### src/rtl/vdma_vin_to_axi4s.sv
// Parallel video (vsync/de/data) to AXI4-Stream converter with a 16-deep FWFT FIFO,
// sticky overflow reporting and live frame-geometry measurement.
`timescale 1ns/1ps
module vdma_vin_to_axi4s #(
  parameter int DATA_WIDTH     = 32,
  parameter int USER_WIDTH     = 1,
  parameter int FIFO_PTR_WIDTH = 4,
  parameter int H_WIDTH        = 12,
  parameter int V_WIDTH        = 12
) (
  input  logic                  aclk,
  input  logic                  areset,
  input  logic                  ctl_enable,
  output logic                  ctl_busy,
  output logic                  stat_overflow,
  input  logic                  stat_overflow_clear,
  output logic [7:0]            stat_frame_count,
  output logic [H_WIDTH-1:0]    monitor_width,
  output logic [V_WIDTH-1:0]    monitor_height,
  input  logic                  vin_vsync,
  input  logic                  vin_de,
  input  logic [DATA_WIDTH-1:0] vin_data,
  output logic [USER_WIDTH-1:0] m_axi4s_tuser,
  output logic                  m_axi4s_tlast,
  output logic [DATA_WIDTH-1:0] m_axi4s_tdata,
  output logic                  m_axi4s_tvalid,
  input  logic                  m_axi4s_tready,
  output logic [1:0]            dbg_state
);
  // Stream handshake: a beat transfers on a clock edge where tvalid && tready; while
  // tvalid is high and tready low, tdata/tuser/tlast hold and tvalid stays high.
  typedef enum logic [1:0] {S_IDLE = 2'd0, S_WAIT_VSYNC = 2'd1, S_ACTIVE = 2'd2} state_t;

  localparam int DEPTH = 1 << FIFO_PTR_WIDTH;
  localparam int PW    = FIFO_PTR_WIDTH + 1;
  localparam int EW    = USER_WIDTH + 1 + DATA_WIDTH;

  state_t                state_q, state_d;
  logic                  vsync_q, vsync_d, de_q, de_d;
  logic                  pend_valid_q, pend_valid_d, pend_sof_q, pend_sof_d;
  logic [DATA_WIDTH-1:0] pend_data_q, pend_data_d;
  logic                  sof_pending_q, sof_pending_d;
  logic                  overflow_q, overflow_d;
  logic [7:0]            frame_cnt_q, frame_cnt_d;
  logic [H_WIDTH-1:0]    h_cnt_q, h_cnt_d, mon_w_q, mon_w_d;
  logic [V_WIDTH-1:0]    v_cnt_q, v_cnt_d, mon_h_q, mon_h_d;
  logic [PW-1:0]         wr_ptr_q, wr_ptr_d, rd_ptr_q, rd_ptr_d;
  logic [EW-1:0]         mem_q [DEPTH];

  logic vsync_rise, de_fall, fifo_empty, fifo_full, pop, push_ok, overflow_evt;
  logic [USER_WIDTH-1:0] push_user;
  logic [EW-1:0]         push_entry, rd_entry;

  always_comb begin
    vsync_rise   = vin_vsync & ~vsync_q;
    de_fall      = ~vin_de & de_q;
    fifo_empty   = (wr_ptr_q == rd_ptr_q);
    fifo_full    = (wr_ptr_q[PW-1] != rd_ptr_q[PW-1]) &&
                   (wr_ptr_q[PW-2:0] == rd_ptr_q[PW-2:0]);
    pop          = ~fifo_empty & m_axi4s_tready;
    push_ok      = pend_valid_q & (~fifo_full | pop);
    overflow_evt = pend_valid_q & ~push_ok;
    push_user    = '0;
    push_user[0] = pend_sof_q;
    // The pending pixel ends its line when the sample arriving now has de low or starts a frame.
    push_entry   = {push_user, ~vin_de | vsync_rise, pend_data_q};
    wr_ptr_d     = wr_ptr_q + PW'(push_ok);
    rd_ptr_d     = rd_ptr_q + PW'(pop);
    vsync_d      = vin_vsync;
    de_d         = vin_de;
    overflow_d   = (overflow_q & ~stat_overflow_clear) | overflow_evt;
  end

  always_comb begin
    state_d       = state_q;
    sof_pending_d = sof_pending_q;
    frame_cnt_d   = frame_cnt_q;
    pend_valid_d  = 1'b0;
    pend_data_d   = pend_data_q;
    pend_sof_d    = pend_sof_q;
    case (state_q)
      S_IDLE: if (ctl_enable) state_d = S_WAIT_VSYNC;
      S_WAIT_VSYNC: begin
        if (!ctl_enable) begin
          state_d = S_IDLE;
        end else if (vsync_rise) begin
          state_d       = S_ACTIVE;
          sof_pending_d = 1'b1;
          frame_cnt_d   = frame_cnt_q + 8'd1;
        end
      end
      S_ACTIVE: begin
        if (overflow_evt) begin
          // Abandon the rest of this frame; the next vsync restarts cleanly with tuser.
          state_d = S_WAIT_VSYNC;
        end else if (vsync_rise && !ctl_enable) begin
          state_d = S_IDLE;
        end else begin
          if (vin_de) begin
            pend_valid_d  = 1'b1;
            pend_data_d   = vin_data;
            pend_sof_d    = sof_pending_q;
            sof_pending_d = 1'b0;
          end
          if (vsync_rise) begin
            sof_pending_d = 1'b1;
            frame_cnt_d   = frame_cnt_q + 8'd1;
          end
        end
      end
      default: state_d = S_IDLE;
    endcase
  end

  always_comb begin
    h_cnt_d = h_cnt_q;
    mon_w_d = mon_w_q;
    v_cnt_d = v_cnt_q;
    mon_h_d = mon_h_q;
    if (de_fall) begin
      mon_w_d = h_cnt_q;
      h_cnt_d = '0;
    end else if (vin_de) begin
      h_cnt_d = h_cnt_q + H_WIDTH'(1);
    end
    if (vsync_rise) begin
      mon_h_d = v_cnt_q + V_WIDTH'(de_fall);
      v_cnt_d = '0;
    end else if (de_fall) begin
      v_cnt_d = v_cnt_q + V_WIDTH'(1);
    end
  end

  always_ff @(posedge aclk) begin
    if (areset) begin
      state_q       <= S_IDLE;
      vsync_q       <= 1'b0;
      de_q          <= 1'b0;
      pend_valid_q  <= 1'b0;
      pend_sof_q    <= 1'b0;
      pend_data_q   <= '0;
      sof_pending_q <= 1'b0;
      overflow_q    <= 1'b0;
      frame_cnt_q   <= '0;
      h_cnt_q       <= '0;
      mon_w_q       <= '0;
      v_cnt_q       <= '0;
      mon_h_q       <= '0;
      wr_ptr_q      <= '0;
      rd_ptr_q      <= '0;
    end else begin
      state_q       <= state_d;
      vsync_q       <= vsync_d;
      de_q          <= de_d;
      pend_valid_q  <= pend_valid_d;
      pend_sof_q    <= pend_sof_d;
      pend_data_q   <= pend_data_d;
      sof_pending_q <= sof_pending_d;
      overflow_q    <= overflow_d;
      frame_cnt_q   <= frame_cnt_d;
      h_cnt_q       <= h_cnt_d;
      mon_w_q       <= mon_w_d;
      v_cnt_q       <= v_cnt_d;
      mon_h_q       <= mon_h_d;
      wr_ptr_q      <= wr_ptr_d;
      rd_ptr_q      <= rd_ptr_d;
    end
  end

  always_ff @(posedge aclk) begin
    if (push_ok) mem_q[wr_ptr_q[PW-2:0]] <= push_entry;
  end

  always_comb begin
    rd_entry         = mem_q[rd_ptr_q[PW-2:0]];
    m_axi4s_tdata    = rd_entry[DATA_WIDTH-1:0];
    m_axi4s_tlast    = rd_entry[DATA_WIDTH];
    m_axi4s_tuser    = rd_entry[EW-1 -: USER_WIDTH];
    m_axi4s_tvalid   = ~fifo_empty;
    ctl_busy         = (state_q != S_IDLE);
    stat_overflow    = overflow_q;
    stat_frame_count = frame_cnt_q;
    monitor_width    = mon_w_q;
    monitor_height   = mon_h_q;
    dbg_state        = state_q;
  end
endmodule

### config.mk
export PLATFORM = sky130hd
export DESIGN_NAME = vdma_vin_to_axi4s
export DESIGN_NICKNAME = d
export VERILOG_FILES = /design/src/rtl/vdma_vin_to_axi4s.sv
export SDC_FILE = /design/constraint.sdc
export NUM_CORES = 1
export LEC_CHECK = 0
export ABC_AREA = 1
export ABC_CLOCK_PERIOD_IN_PS = 4500
export CORE_MARGIN = 10
export CORE_UTILIZATION = 30
export CTS_CLUSTER_SIZE = 30
export DETAILED_ROUTE_END_ITERATION = 10
export DONT_BUFFER_PORTS = 1
export GPL_TIMING_DRIVEN = 1
export PLACE_DENSITY = 0.51
export REMOVE_ABC_BUFFERS = 1
export SYNTH_ARGS = -nofsm -noshare
export SYNTH_HDL_FRONTEND = slang
export SYNTH_SLANG_ARGS = --single-unit
### constraint.sdc
create_clock -name aclk -period 4.5 [get_ports aclk]
set_clock_uncertainty 0.05 [all_clocks]
set_input_delay 0.9 -clock aclk [delete_from_list [all_inputs] [get_ports aclk]]
set_output_delay 0.9 -clock aclk [all_outputs]
set_load 0.1 [all_outputs]
# Yosys cells after proc, flatten, opt, wreduce, memory -nomap -nowiden
# Memories as Yosys holds them, arrays and structs flattened. A register that Yosys moved wholly into a read port is not among the register bits.
# Cells that the tools add are included.
dict set report totals {
  rom_bits 0
  ram_bits 544
  regBits 106
  out_inout_bits 71
  input_bits 39
  latch_bits 0
  mem_count 1
  elab_cells 88
}
# name depth width read_ports rd_clocked_by_memory_dff write_ports line
set memory_table {}
lappend memory_table {mem_q 16 34 1 1 1 48} ;# logic [EW-1:0] mem_q [DEPTH];
dict set report classes {
  n_shift 0
  n_lt_le_gt_ge 0
  multipliers 0
  div_mod_pow 0
  n_addsub 6
  n_bitwise 18
  mux 22
  eq_ne 13
  reduce_logical 13
}
# cell n
set ops {}
lappend ops {{2-to-1 mux 8 bit} 4}
lappend ops {{adder 12 x 1 -> 12 bit, second input constant} 2}
lappend ops {{case mux 8 bit (2 select lines)} 1}
lappend ops {{adder 12 x 1 -> 12 bit} 1}
lappend ops {{adder 5 x 1 -> 5 bit} 2}
lappend ops {{2-to-1 mux 2 bit} 5}
lappend ops {{!= test 2 bit, second input constant} 5}
lappend ops {{2-to-1 mux 1 bit} 9}
lappend ops {{!= test 3 bit, second input constant} 3}
lappend ops {{inverter 1 bit} 9}
lappend ops {{adder 8 x 1 -> 8 bit, second input constant} 1}
lappend ops {{AND reduction 4 bit} 2}
lappend ops {{bitwise AND 1 bit} 6}
lappend ops {{case mux 2 bit (3 select lines)} 1}
lappend ops {{AND reduction 6 bit} 1}
lappend ops {{== test 5 bit} 1}
lappend ops {{== test 4 bit} 1}
lappend ops {{2-to-1 mux 4 bit} 1}
lappend ops {{nonzero test 2 bit} 2}
lappend ops {{OR reduction 2 bit} 2}
lappend ops {{OR reduction 4 bit} 1}
lappend ops {{OR 1 bit} 3}
lappend ops {{AND reduction 3 bit} 1}
lappend ops {{== test 2 x 1 -> 1 bit, second input constant} 1}
lappend ops {{6 further kinds} 7}

# Longest topological paths before layout
dict set report logic_depth {
  word_depth 9
  depth_mapped 13
  mapped_depth_nobuf 12
}

# Worst setup path after synthesis
# Ideal clock, no wire load.
dict set report synth_path {
  path_type {input-to-reg}
  start {in m_axi4s_tready}
  end {mem mem_q[4][0] (netlist bit) (enable)}
  setup_ps 425
  slack_ps 1302
  stages 6
  t_required_ps 4025
  path_buffers 0
  arrival_ps 2723
  cell_sequence {nor2_1 -> nand2_1 -> nand2_1 -> inv_2 -> nand3_1 -> nor2_1}
}
dict set report synth_between {
  elab_chain_len 5
}
# item line
set synth_lines {}
lappend synth_lines {{from (decl)} 27} ;# input logic m_axi4s_tready,
lappend synth_lines {{bitwise AND 1 bit} 60} ;# pop = ~fifo_empty & m_axi4s_tready;
lappend synth_lines {{OR 1 bit} 61} ;# push_ok = pend_valid_q & (~fifo_full | pop);
lappend synth_lines {{bitwise AND 1 bit} 61}
lappend synth_lines {{2-to-1 mux 1 bit} 171} ;# if (push_ok) mem_q[wr_ptr_q[PW-2:0]] <= push_entry;
lappend synth_lines {{2-to-1 mux 1 bit (not written as such)} 171}
lappend synth_lines {{to (decl)} 48}
# No other way between the ends.

# Worst setup path in the final report
dict set report layout_path {
  start {reg rd_ptr_q[2]}
  end {out m_axi4s_tvalid}
}
dict set report layout_between {
  elab_chain_len 2
}
# item line
set layout_lines {}
lappend layout_lines {{from (decl)} 47} ;# logic [PW-1:0] wr_ptr_q, wr_ptr_d, rd_ptr_q, rd_ptr_d;
lappend layout_lines {{from (signal assigned)} 166} ;# rd_ptr_q <= rd_ptr_d;
lappend layout_lines {{== test 5 bit} 57} ;# fifo_empty = (wr_ptr_q == rd_ptr_q);
lappend layout_lines {{inverter 1 bit} 179} ;# m_axi4s_tvalid = ~fifo_empty;
lappend layout_lines {{to (decl)} 26} ;# output logic m_axi4s_tvalid,
# No other way between the ends.

==> flow_summary.ini <==
[yosys]
synth_async_sr_flop_share_pct = 0
synth_top_cell_by_area = edfxtp_1
syn_area_per_cell_um2 = 12.2
synth-seq-cells = 650
ys_dominant_reg_cell = edfxtp_1
synth_area_um2 = 25500
syn_inst = 2102
yosysMostFrequentCell = edfxtp_1
yosysSeqAreaShare_pct = 72.3
yosysWarnings = 0
netlist.area_leader.share_pct = 64.0
netlist_top_cells_count = edfxtp_1 (544), nor2_1 (343), o21ai_0 (337), nand2_1 (165), dfxtp_1 (106)
yosysUniqueCellTypes = 40
synth_edf_count = 544
synthTopCellsByArea = edfxtp_1 (64%), dfxtp_1 (8.3%), o21ai_0 (6.6%)

[timing]
fmax_ghz = 0.246
setup_viol = 0
period_minus_slack_ps = 4070
relSlewSlack_pct = 26.4
tightest_slew_ps = 1100
hold_viol = 0
final-max-slew-violation-count = 0
fin_ws_ps = 434
rsz0062_at_grt = no
period_share_pct = 90.3

[clock_tree]
clkLatencyLatePin_ps = 630
cts_root_buffer = clkbuf_16
cts_max_level = 3
post_cts_buffers = 0
postCtsHoldBufs = 0
cts_max_path_buffers = 3
clock-sinks = 650
cts_resized = 0
cts_tree = done
clk_pin_slew_worst_paths_ps = 60
cts_buffers = 71

[global_route]
grt_pass1_wl_um = 106000
grt_max_degree = 144
antenna_found_initial = 4
grt_pass1_vias = 16700
grt.total_usage_pct = 14.1
globalRoute.totalOverflow = 0

[routing]
wire_per_inst_um = 21.3
drt_iter0_drc = 1398
postRouteAntennaNets = 0
via_per_inst = 4.96
drc_errors = 0
wirelength_um = 70500
dr.pass1.iters = 5
via_count = 16500

[finish]
antenna_cells = 0
nets = 2177
drive_gt1_share_pct = 11.2
num-fill-cells = 8208
area_growth_pct = 16.2
fin_cells = 3317

[worst_hold_path]
min_path_type = in -> reg
worstHoldPathCells = 1
min_from = areset
worstHoldEndpoint = stat_frame_count[4]

[pwr]
p_leak_nw = 9.72
power_density_nw_per_um2 = 476
vdd_ir_drop_max_mv = 0.375

[flow_run]
drv.max_cap_violation_count = 0

[die]
dieArea_um2 = 97200
start_util_pct = 30.4
core_area_um2 = 84100
placementRows = 106
die_h_um = 312
ios = 110
die_x_um = 312

[placement]
place_ws_ps = 1100
dp.cells = 3186
detailed_place_hpwl_um = 40400
port_buffers = 0
place_congestion = 0.764

[worst_setup_path]
path_cells = inv_2, nand2_1, nand2_2, nor4_1, nand2_1, buf_4
endpoint_kind = output pin
slowest_delay_ps = 810
ff2ff_path_depth = 10
r2r_start = rd_ptr_q[2]
startpoint_type = register
crit_type = reg -> out
arrival_ps = 3120
path_buf_inv = 2
rr_endpoint = mem_q[1][3]
cp.required_ps = 3550
crit_fanout = 23
crit_family = simple AND/OR/NAND/NOR gates
rrSetupSlack_ps = 1080
critical_path.most_common_cell = nand2_1
slowest_stage = dfxtp_2

[run_status]
status = finished clean
-- area by class of cell --
cell class                      instances  area [um2]  area share, %
Tap cell                             1134        1420           4.78
Sequential cell                       650       18500           62.2
Timing Repair Buffer                   81         858           2.89
Inverter                              101         385           1.30
Clock inverter                         32         334           1.13
Multi-Input combinational cell       1220        6250           21.1
Clock buffer                           99        1970           6.62
-- worst reg2reg max path, stage by stage, from the launching register on --
cell and delay, ps:
dfxtp_2 810, inv_2 510, nand2_1 200, nand2_2 80
nor4_1 410, nand2_1 90, nand2_1 120, inv_2 70
nand3_1 330, nor2_4 230, buf_12 240
-- power breakdown --
group	switching, mW	total [mW]	leakage, nW	internal, mW
registers	0.352	7.12	5.88	6.77
clock network	2.42	5.74	1.12	3.32
logic	0.963	1.25	2.71	0.290
-- how the worst max path moves through the flow --
stage,startpoint,end,slack (ps),cells after the start
finish,rd_ptr_q[2],m_axi4s_tvalid,430,6
global route,rd_ptr_q[2],m_axi4s_tvalid,230,6
CTS,rd_ptr_q[2],m_axi4s_tvalid,400,6
detailed placement,rd_ptr_q[2],m_axi4s_tvalid,1100,6
global placement,rd_ptr_q[2],mem_q[7][11],1040,10
floorplan,rd_ptr_q[0],m_axi4s_tdata[0],-5770,5
-- cell usage in the layout (no fill, tap or decap), drive strengths merged, types with 10 or more instances in the layout --
cell,synthesis,layout
clkinv,1,25
edfxtp,544,544
inv,100,102
nand3,78,78
o22ai,81,81
buf,35,81
nand4,12,12
o221ai,56,56
xor2,10,10
ha,13,13
nand2,172,172
dfxtp,106,106
a21oi,70,70
clkbuf,96,99
o211ai,13,13
nor2,352,352
o21ai,340,340
-- metal layers --
layer  part of all wire (%)  vias up  track usage (%)
li1                       -     7699                -
met1                     45     8169             18.7
met2                     47      481             22.9
met3                    6.4      104             3.39
met4                    2.1        4             3.75
met5                  0.033        -                0
-- kinds of logic after synthesis --
family	count (synthesis)	synth area share (%)
adders and majority gates	13	0.637
xor gates and xnor gates	14	0.480
AOI/OAI and AO/OA	569	12.7
and+or+nand+nor	624	10.1
DFF	650	72.3
buffers and inverters	232	3.75
-- flip-flops by register name, indices dropped and copies added, names as in the netlist --
signal            flops
wr_ptr_q              5
stat_frame_count      8
v_cnt_q              12
pend_data_q          32
pend_sof_q            1
mem_q               544
monitor_height       12
stat_overflow         1
monitor_width        12
pend_valid_q          1
sof_pending_q         1
de_q                  1
dbg_state             2
vsync_q               1
rd_ptr_q              5
h_cnt_q              12
-- stage by stage --
stage / TNS (ps) / cell area [um2] / hold WS [ps] / utilization (%) / power, mW
6_report: 0 / 29700 / 307 / 35.3 / 14.1
5_1_grt: 0 / 29700 / 271 / 35.3 / 14.6
4_1_cts: 0 / 29700 / 266 / 35.3 / 14.3
3_5_place_dp: 0 / 27400 / 416 / 32.6 / 8.52
3_3_place_gp: 0 / 27400 / 411 / 32.6 / 8.50
2_1_floorplan: -3191880 / 25000 / 391 / - / 8.04
(Power assumes the default switching activity.)
